<file path="src/rtl/uart_tx_device.sv">
// uart_tx_device: memory-mapped 8N1 UART transmitter with a small TX FIFO and completion interrupt
module uart_tx_device #(
  parameter int          FifoDepth = 4,
  parameter logic [15:0] ResetDiv  = 16'd433
) (
  input  logic        clk_i,
  input  logic        rst_i,
  input  logic        req_i,
  input  logic        we_i,
  input  logic [3:0]  be_i,
  input  logic [31:0] addr_i,
  input  logic [31:0] wdata_i,
  output logic        rvalid_o,
  output logic [31:0] rdata_o,
  output logic        err_o,
  output logic        tx_o,
  output logic        irq_o
);
  localparam int AW = $clog2(FifoDepth);
  localparam int CW = AW + 1;

  typedef enum logic [1:0] {IDLE, START, DATA, STOP} state_t;

  state_t        state;
  logic [7:0]    mem [FifoDepth];
  logic [AW-1:0] rd_ptr, wr_ptr;
  logic [CW-1:0] level;
  logic [15:0]   div, cnt;
  logic [7:0]    sh;
  logic [2:0]    bit_cnt;
  logic          en, irq_en, ovf;

  logic [7:0]  idx;
  logic        full, empty, busy, bit_end, pop, wr, push, push_ok, mapped;
  logic [31:0] status, rd_val;
  logic        unused;

  assign idx     = addr_i[9:2];
  assign full    = level == CW'(FifoDepth);
  assign empty   = level == '0;
  assign busy    = state != IDLE;
  assign bit_end = cnt == '0;
  // a frame starts from IDLE, or straight out of a finished stop bit for gapless back-to-back frames
  assign pop     = en & ~empty & (state == IDLE | (state == STOP & bit_end));
  assign wr      = req_i & we_i;
  assign push    = wr & idx == 8'd0 & be_i[0];
  assign push_ok = push & (~full | pop);
  assign mapped  = idx < 8'd4;
  assign status  = 32'({level, ovf, busy, empty, full});
  assign rd_val  = idx == 8'd1 ? status : idx == 8'd2 ? {14'b0, irq_en, en, div} : 32'd0;
  assign unused  = ^{addr_i[31:10], addr_i[1:0], wdata_i[31:18], be_i[3]};

  always_ff @(posedge clk_i) begin
    if (push_ok) mem[wr_ptr] <= wdata_i[7:0];
  end

  always_ff @(posedge clk_i or posedge rst_i) begin
    if (rst_i) begin
      rd_ptr   <= '0;
      wr_ptr   <= '0;
      level    <= '0;
      ovf      <= 1'b0;
      div      <= ResetDiv;
      en       <= 1'b0;
      irq_en   <= 1'b0;
      rvalid_o <= 1'b0;
      rdata_o  <= '0;
      err_o    <= 1'b0;
      irq_o    <= 1'b0;
    end else begin
      rd_ptr   <= rd_ptr + AW'(pop);
      wr_ptr   <= wr_ptr + AW'(push_ok);
      level    <= level + CW'(push_ok) - CW'(pop);
      ovf      <= (push & ~push_ok) | (ovf & ~(wr & idx == 8'd3 & wdata_i[0]));
      if (wr & idx == 8'd2 & be_i[0]) div[7:0] <= wdata_i[7:0];
      if (wr & idx == 8'd2 & be_i[1]) div[15:8] <= wdata_i[15:8];
      if (wr & idx == 8'd2 & be_i[2]) {irq_en, en} <= wdata_i[17:16];
      rvalid_o <= req_i;
      rdata_o  <= (req_i & ~we_i & mapped) ? rd_val : 32'd0;
      err_o    <= req_i & ~mapped;
      irq_o    <= irq_en & empty & ~busy;
    end
  end

  always_ff @(posedge clk_i or posedge rst_i) begin
    if (rst_i) begin
      state   <= IDLE;
      tx_o    <= 1'b1;
      cnt     <= '0;
      sh      <= '0;
      bit_cnt <= '0;
    end else if (pop) begin
      state <= START;
      sh    <= mem[rd_ptr];
      tx_o  <= 1'b0;
      cnt   <= div;
    end else if (state != IDLE) begin
      if (!bit_end) cnt <= cnt - 16'd1;
      else begin
        cnt <= div;
        case (state)
          START: begin
            state   <= DATA;
            tx_o    <= sh[0];
            bit_cnt <= '0;
          end
          DATA: begin
            if (bit_cnt == 3'd7) begin
              state <= STOP;
              tx_o  <= 1'b1;
            end else begin
              bit_cnt <= bit_cnt + 3'd1;
              sh      <= sh >> 1;
              tx_o    <= sh[1];
            end
          end
          default: state <= IDLE;
        endcase
      end
    end
  end
endmodule

</file>
<file path="config.mk">
export PLATFORM = sky130hd
export DESIGN_NAME = uart_tx_device
export DESIGN_NICKNAME = d
export VERILOG_FILES = /design/src/rtl/uart_tx_device.sv
export SDC_FILE = /design/constraint.sdc
export NUM_CORES = 1
export LEC_CHECK = 0
export ABC_AREA = 1
export CORE_MARGIN = 3
export CORE_UTILIZATION = 51
export CTS_CLUSTER_DIAMETER = 80
export DETAILED_ROUTE_END_ITERATION = 10
export HOLD_SLACK_MARGIN = 0.1
export PLACE_DENSITY = 0.8
export REMOVE_ABC_BUFFERS = 1
export SLEW_MARGIN = 20
export SYNTH_ARGS = -nofsm -noshare
export SYNTH_HDL_FRONTEND = slang
export SYNTH_SLANG_ARGS = --single-unit
</file>
<file path="constraint.sdc">
create_clock -name clk_i -period 2.8 [get_ports clk_i]
set_input_delay 0.7 -clock clk_i [delete_from_list [all_inputs] [get_ports clk_i]]
set_output_delay 0.7 -clock clk_i [all_outputs]
set_load 0.1 [all_outputs]
</file>
Word level (Yosys, flattened, before mapping)
Memories as Yosys holds them, arrays and structs flattened. Index checks and enable logic that the tools add are counted.

Add/sub/neg operators: 6. Multiply operators: 0. Div/mod/pow operators: 0. Order comparisons: 1. Equality and inequality tests: 11. Shift operators: 0. Mux-type cells: 25. Bitwise operators: 31. Reduce and logical (&&, ||, !) cells: 14.

Operator list (count): $mux 18 (3); $mux 16 (3); $mux 8 (5); $and 1x1->1 (20); $eq 8x2->1 const B (2); $logic_not 16->1 (1); $sub 16x1->16 const B (1); $reduce_bool 2->1 (5); $eq 8x1->1 const B (1); $logic_not 8->1 (1); $lt 8x3->1 const B (1); $mux 2 (4); $not 1->1 (8); $eq 3x3->1 const B (2); $mux 1 (6); $pmux 3 s2 (1); $reduce_and 3->1 (2); $reduce_and 5->1 (1); $add 2x1->2 (2); $eq 2x2->1 const B (2); $ne 2x2->1 const B (2); $pmux 2 s2 (1); $reduce_and 4->1 (1); $add 3x1->3 (1); other kinds (10) (12).

Bits in registers: 77. Latch bits: 0. RAM bits: 32. Memory bits (read-only): 0. Input port bits: 72. Output and inout bits: 36. Word-level logic and storage cells: 106. Memories: 1.

Memories: mem (words 4, width 8, read ports 1, clocked after memory_dff 0, write ports 1, RTL line 25) `logic [7:0] mem [FifoDepth];`.

Longest topological paths before layout
Gate-level depths: netlist of run 1.

Depth after elaboration: 9. Depth in mapped cells: 15.

Least setup slack after synthesis of run 1
Ideal clock, no wire load.

Path type: input to register. From: input addr_i[4]. To: register level[2]. Setup time: 0.123 ns. Data arrival time: 2.374 ns. Data required time: 2.677 ns. Slack: 0.303 ns. Stages on the path: 11. Path through: or2_1 -> nor2_2 -> nand4_1 -> a21oi_2 -> inv_1 -> ha_1 -> inv_1 -> ha_1 -> inv_1 -> fa_1 -> xnor2_1.

Word-level cells in the longest chain between the ends: 6.

Ends and longest elaborated chain: start: declaration (RTL line 11) `input logic [31:0] addr_i,`; $logic_not 8->1 (RTL line 46) `assign push = wr & idx == 8'd0 & be_i[0];`; $and 1x1->1 (2 in a row) (RTL line 46); $and 1x1->1 (RTL line 47) `assign push_ok = push & (~full | pop);`; $add 3x1->3 (RTL line 73) `level <= level + CW'(push_ok) - CW'(pop);`; $sub 3x1->3 (RTL line 73); end signal: assignment (RTL line 73); end: declaration (RTL line 27) `logic [CW-1:0] level;`.

Every way passes these cells. A chain may end at the register's enable or synchronous reset.

Worst setup path in the final report of run 1
From: register cnt[0]. To: register level[1].

Word-level cells in the longest chain between the ends: 8.

Ends and longest elaborated chain: start: declaration (RTL line 28) `logic [15:0] div, cnt;`; start signal: assignment (RTL line 96) `cnt <= div;`; start signal: assignment (RTL line 98) `if (!bit_end) cnt <= cnt - 16'd1;`; start signal: assignment (RTL line 100) `cnt <= div;`; $logic_not 16->1 (*) (RTL line 42) `assign bit_end = cnt == '0;`; $and 1x1->1 (*) (RTL line 44) `assign pop = en & ~empty & (state == IDLE | (state == STOP & bit_end));`; $or 1x1->1 (*) (RTL line 44); $and 1x1->1 (*) (RTL line 44); $or 1x1->1 (RTL line 47); $and 1x1->1 (RTL line 47); $add 3x1->3 (RTL line 73); $sub 3x1->3 (*) (RTL line 73).

Every way passes the cells marked *; elsewhere a longest branch is shown, timed or not.

==> results of run 1 <==
[layout make-up]
| class | count | area (µm²) |
|---|---|---|
| well taps | 133 | 166 |
| fillers | 768 | 3750 |
| clock buffers | 11 | 153 |
| repair buffers | 75 | 656 |
| multi-input cells | 384 | 1950 |
| inverters | 43 | 161 |
| flip-flops and latches | 109 | 2900 |
| clock inverters | 5 | 38.8 |
[power groups by stage]
stage | Sequential [mW] | Combinational [mW] | Clock, mW
after floorplan | 1.99 | 1.25 | 0
after global placement | 1.96 | 1.61 | 0
after detailed placement | 1.97 | 1.67 | 0
after CTS | 1.94 | 1.68 | 0.958
after global routing | 1.97 | 1.89 | 1.03
final | 1.94 | 1.71 | 0.945
[routing by layer]
metal / share of wire (%) / wire length [µm]
met5: 0 / 0
met1: 44 / 4870
met3: 5.6 / 616
met4: 1.6 / 172
met2: 49 / 5390
[stage by stage]
step	hold slack (ps)	worst slack [ps]	area, µm²	total power [mW]
floorplan	442	143	5000	3.24
global placement	454	-77.4	5810	3.57
detailed placement	457	-128	5810	3.64
CTS	473	156	6000	4.57
global route	485	43.1	6020	4.88
finish	467	227	6020	4.59
[critical path: stages, from the launching register on]
cell     delay, ps
dfrtp_1        390
inv_1          100
ha_2           220
nand2_2         90
nor2_4         150
nand3_2        120
nand2_4        110
nand2_4         70
a21oi_2        150
inv_1           60
ha_1           260
inv_1           60
ha_1           140
inv_1           50
fa_1           470
inv_1           40
[Yosys cell counts (all sizes together)]
cell | count | area share, %
or2 | 3 | 0.37
fa | 1 | 0.39
nor3 | 9 | 0.88
clkinv | 1 | 0.073
conb | 1 | 0.073
xnor2 | 3 | 0.51
o21ai | 32 | 3.1
dfrtp | 71 | 35
nand2 | 138 | 11
clkbuf | 5 | 0.37
a21oi | 18 | 2.0
o41ai | 1 | 0.17
ha | 11 | 2.7
nand3 | 49 | 5.0
dfstp | 6 | 3.1
nand4 | 4 | 0.49
xor2 | 11 | 1.9
nand3b | 2 | 0.29
nor2 | 71 | 5.6
buf | 24 | 3.2
o22ai | 8 | 0.97
inv | 42 | 3.1
edfxtp | 32 | 19
mux2 | 9 | 2.0
[state kept, by name, indices dropped and copies added (netlist names), 2 cells and up]
signal   cells
bit_cnt      3
sh           8
rd_ptr       2
cnt         16
wr_ptr       2
state        2
level        3
mem         32
rdata_o     18
div         16
[worst paths after layout]
| check | end | slack, ps | cells past startpoint |
|---|---|---|---|
| worst max-delay path | level[1]$_DFF_PP0_ | 230 | 15 |
| worst min-delay path | tx_o$_DFFE_PP1P_ | 470 | 2 |
| worst max register to register | level[1]$_DFF_PP0_ | 230 | 15 |
| worst min register to register | tx_o$_DFFE_PP1P_ | 470 | 2 |
| max in group asynchronous | tx_o$_DFFE_PP1P_ | 1720 | 3 |
| min in group asynchronous | div[10]$_DFFE_PP0P_ | 720 | 3 |
[cells by family (layout without fill, tap and decap cells)]
group	count (synthesis)	in the layout	synth area share (%)
AND/OR/NAND/NOR	276	276	23.1
flip-flops	109	109	56.3
buffers and inverters	72	134	6.74
AO/OA/AOI/OAI	59	59	6.30
XOR/XNOR	14	14	2.39
adder cells (fa/ha/maj)	12	12	3.07
multiplexers	9	9	1.97
other	1	14	0.0730
[what timing repair did]
action / in CTS / in global routing
gates resized for setup: 0 / 1
buffers inserted: 0 / 2
setup endpoints to repair: 0 / 2
==> impl_metrics.env, run 1 <==
export IMPL_status="complete, no violations"
export IMPL_antenna_cells=0
export IMPL_critPathKind="reg -> reg"
export IMPL_fin_nets=706
export IMPL_switching_share_pct=40.7
export IMPL_routedWlPerCell_um=14.5
export IMPL_grt_pass1_vias=3867
export IMPL_p_comb_share_pct=37.1
export IMPL_layoutNonFillerInstCount=760
export IMPL_gp_congestion=0.870
export IMPL_vias=3968
export IMPL_slew_viol_final=0
export IMPL_tightestPinTransition_ps=515
export IMPL_syn_area_um2=5140
export IMPL_final_layout_size_suffix_gt1_share_pct=14.0
export IMPL_route_detailed_drc=0
export IMPL_hold_buffers=0
export IMPL_endpoint_kind="register"
export IMPL_grt_max_degree=78
export IMPL_max_freq_ghz=0.389
export IMPL_critPathMaxFanout=4
export IMPL_synth_warnings=0
export IMPL_top_level_ports=108
export IMPL_start_kind="register"
export IMPL_setup_tns_ps=0
export IMPL_internal_power_mw=2.73
export IMPL_grt_busiest_layer="met2"
export IMPL_hold_viol_final=0
export IMPL_h_tree_depth=3
export IMPL_peakVddDrop_mv=0.499
export IMPL_worst_ep_arrival_time_ps=2860
export IMPL_r2r_start="cnt[0]$_DFFE_PP0P_"
export IMPL_use_met1_pct=28.1
export IMPL_cp_required_ps=3080
export IMPL_grt_pass1_wl_um=18600
export IMPL_power_density_nw_per_um2=763
export IMPL_power_leakage_nw=2.84
export IMPL_use_met2_pct=32.9
export IMPL_setup_viol=0
export IMPL_dieArea_um2=11300
export IMPL_num_rows=36
export IMPL_seq_power_share_pct=42.3
export IMPL_cts_root_buf="clkbuf_8"
export IMPL_layout_common_cells="nand2_1, dfrtp_1, nor2_1, nand3_1, buf_4"
export IMPL_core_um2=9770
export IMPL_antenna_found_initial=0
export IMPL_fin_skew_ps=16.4
export IMPL_final_common_cell="nand2_1"
export IMPL_avgSynthCellArea_um2=9.31
export IMPL_fin_util_pct=61.6
export IMPL_yosysSeqAreaShare_pct=56.3
export IMPL_die_w_um=106
export IMPL_drv_cap=0
export IMPL_wirelength_um=11000
export IMPL_drt_initial_drc_count=376
export IMPL_cts_tree="done"
export IMPL_power_frac_clock_pct=20.6
export IMPL_grtUsageMet3_pct=4.43
export IMPL_numCtsBuffers=9
export IMPL_max_slew_margin_rel_pct=65.6
export IMPL_p_sw_mw=1.87
export IMPL_ant_nets=0
export IMPL_crit_path_start="cnt[0]$_DFFE_PP0P_"
export IMPL_hp_class="reg -> reg"
export IMPL_via_per_inst=5.22
export IMPL_area_growth_pct=17.1
export IMPL_hold_path_startpoint="tx_o$_DFFE_PP1P_"
export IMPL_finalCritPeriodShare_pct=91.9
export IMPL_cts_buffer_depth=2
export IMPL_grt_use_total_pct=20.7
export IMPL_fin_crit_ps=2570
export IMPL_overflow=0
export IMPL_clkLatencyLatePin_ps=380
export IMPL_synth_seq_cells=109
export IMPL_rsz0062_at_grt="no"
export IMPL_syn_inst=552
export IMPL_synth_cell_types=38
export IMPL_cts_sinks=109
export IMPL_io_buffers=54
export IMPL_clk_pin_slew_worst_paths_ps=100
export IMPL_die_h_um=106
export IMPL_placed_cells=742
export IMPL_dr_pass1_iters=6
export IMPL_hpwlAfterDp_um=7840
export IMPL_start_util_pct=52.6
(Power assumes the default switching activity.)
==> run 2, diff against run 1 <==
- CELL_PAD_IN_SITES_DETAIL_PLACEMENT: unset -> 1
- CELL_PAD_IN_SITES_GLOBAL_PLACEMENT: unset -> 1
- CORE_UTILIZATION: 51 -> 39
- PLACE_DENSITY: 0.8 -> unset
- PLACE_DENSITY_LB_ADDON: unset -> 0.1
==> run 2 against run 1 <==
Clock skew fell by 4.4 ps. Clock power rose by 33%. Register-to-register slack improved by 30 ps. Setup slack improved by 28 ps. Utilization fell by 13 points. Combinational power rose by 5%. First-iteration DRC count fell by 33%. Clock-buffer cell count fell by 1. Critical endpoint is now level[2]$_DFF_PP0_. Largest power group unchanged.
==> impl_metrics.env, run 2 (synthesis results as in run 1) <==
export IMPL_status="complete, no violations"
export IMPL_antenna_found_initial=0
export IMPL_cts_root_buf="clkbuf_16"
export IMPL_top_register="mem"
export IMPL_slew_viol_final=0
export IMPL_reg2reg_depth=15
export IMPL_placed_cells=783
export IMPL_grt_pass1_vias=4231
export IMPL_clk_pin_slew_worst_paths_ps=80
export IMPL_max_freq_ghz=0.393
export IMPL_cts_sinks=109
export IMPL_io_buffers=54
export IMPL_grt_max_degree=62
export IMPL_endpoint_kind="register"
export IMPL_critPathKind="reg -> reg"
export IMPL_max_slew_margin_rel_pct=66.9
export IMPL_overflow=0
export IMPL_min_path_cells=2
export IMPL_hpwlAfterDp_um=9270
export IMPL_num_rows=41
export IMPL_rsz0062_at_grt="no"
export IMPL_cts_tree="done"
export IMPL_wirelength_um=12700
export IMPL_gp_congestion=0.799
export IMPL_start_util_pct=40.2
export IMPL_setup_viol=0
export IMPL_final_layout_size_suffix_gt1_share_pct=14.2
export IMPL_die_h_um=121
export IMPL_die_w_um=121
export IMPL_dieArea_um2=14600
export IMPL_fin_nets=706
export IMPL_tightestPinTransition_ps=495
export IMPL_cts_resized=0
export IMPL_placed_area_um2=5870
export IMPL_fillCellCount=1488
export IMPL_top_level_ports=108
export IMPL_via_per_inst=4.90
export IMPL_cts_buffer_depth=2
export IMPL_routedWlPerCell_um=15.9
export IMPL_final_common_cell="nand2_1"
export IMPL_grt_use_total_pct=18.9
export IMPL_vias=3917
export IMPL_critPathMaxFanout=8
export IMPL_fin_area_um2=6180
export IMPL_layout_common_cells="nand2_1, dfrtp_1, nor2_1, nand3_1, buf_4"
export IMPL_cp_required_ps=3040
export IMPL_setup_tns_ps=0
export IMPL_drt_initial_drc_count=253
export IMPL_fin_skew_ps=12.0
export IMPL_route_detailed_drc=0
export IMPL_hold_buffers=0
export IMPL_numCtsBuffers=9
export IMPL_antenna_cells=0
export IMPL_peakVddDrop_mv=0.409
export IMPL_grt_pass1_wl_um=21300
export IMPL_worst_ep_arrival_time_ps=2790
export IMPL_fin_crit_ps=2540
export IMPL_dr_pass1_iters=6
export IMPL_ant_nets=0
export IMPL_h_tree_depth=3
export IMPL_power_density_nw_per_um2=808
export IMPL_power_leakage_nw=2.88
export IMPL_clkLatencyLatePin_ps=360
export IMPL_finalCritPeriodShare_pct=90.9
export IMPL_whs_ps=469
export IMPL_layoutNonFillerInstCount=799
export IMPL_largest_register_ffs=32
export IMPL_postCtsSetupBuffers=0
export IMPL_hold_viol_final=0
export IMPL_drv_cap=0
export IMPL_core_um2=12800
export IMPL_start_kind="register"
export IMPL_area_growth_pct=20.2
export IMPL_hp_class="reg -> reg"
export IMPL_reg_top3="mem (32), rdata_o (18)"
## run 2: cell types whose count changed in the layout (fill, tap and decap cells not counted), moves of 2 or more
cell       before  now
clkbuf_8        9    0
clkbuf_16       1    9
clkinv_2        2    0
inv_6           1    3
## run 2: critical path: stages (launching register included)
cell and delay [ps]:
dfrtp_1 390, inv_2 90, ha_4 160, nand2_2 80, nor2_4 170, nand3_2 110, nand2_4 130, nand2_4 90
a21oi_2 140, inv_1 50, ha_1 260, inv_1 50, ha_1 140, inv_1 50, fa_1 370, xnor2_1 130
## run 2: per-layer routing
metal,global-route usage [%],vias to the layer above,wire [µm]
li1,-,1910,-
met1,24.4,1917,5800
met2,31.7,77,6310
met3,4.35,13,432
met4,6.09,0,204
met5,0,-,0
## run 2: path summary, 6_finish.rpt
check                                           end  slack [ps]                from
worst max-delay path             level[2]$_DFF_PP0_         260  cnt[0]$_DFFE_PP0P_
worst min-delay path               tx_o$_DFFE_PP1P_         470    tx_o$_DFFE_PP1P_
worst max register to register   level[2]$_DFF_PP0_         260  cnt[0]$_DFFE_PP0P_
worst min register to register     tx_o$_DFFE_PP1P_         470    tx_o$_DFFE_PP1P_
max in group asynchronous          tx_o$_DFFE_PP1P_        1430               rst_i
min in group asynchronous       div[11]$_DFFE_PP0P_         650               rst_i
## run 2: per-stage QoR
| stage | util [%] | total power, mW | worst slack [ps] |
|---|---|---|---|
| 2_1_floorplan | - | 3.24 | 143 |
| 3_3_place_gp | 46.0 | 3.70 | -80.4 |
| 3_5_place_dp | 46.0 | 3.74 | -127 |
| 4_1_cts | 48.3 | 5.03 | 123 |
| 5_1_grt | 48.4 | 5.39 | 5.97 |
| 6_report | 48.4 | 4.99 | 255 |
## run 2: power breakdown
| part | leakage [nW] | internal [mW] | total (mW) | switching, mW |
|---|---|---|---|---|
| logic | 1.46 | 0.606 | 1.80 | 1.20 |
| clock network | 0.143 | 0.630 | 1.26 | 0.628 |
| registers | 1.28 | 1.77 | 1.93 | 0.152 |
## run 2: area by class of cell
class	instances	area, µm²	share of cell area (%)
Clock buffer	10	229	3.71
Clock inverter	6	62.6	1.01
Inverter	43	161	2.61
Multi-Input combinational cell	384	1960	31.7
Sequential cell	109	2900	46.9
Tap cell	172	215	3.48
Timing Repair Buffer	75	656	10.6
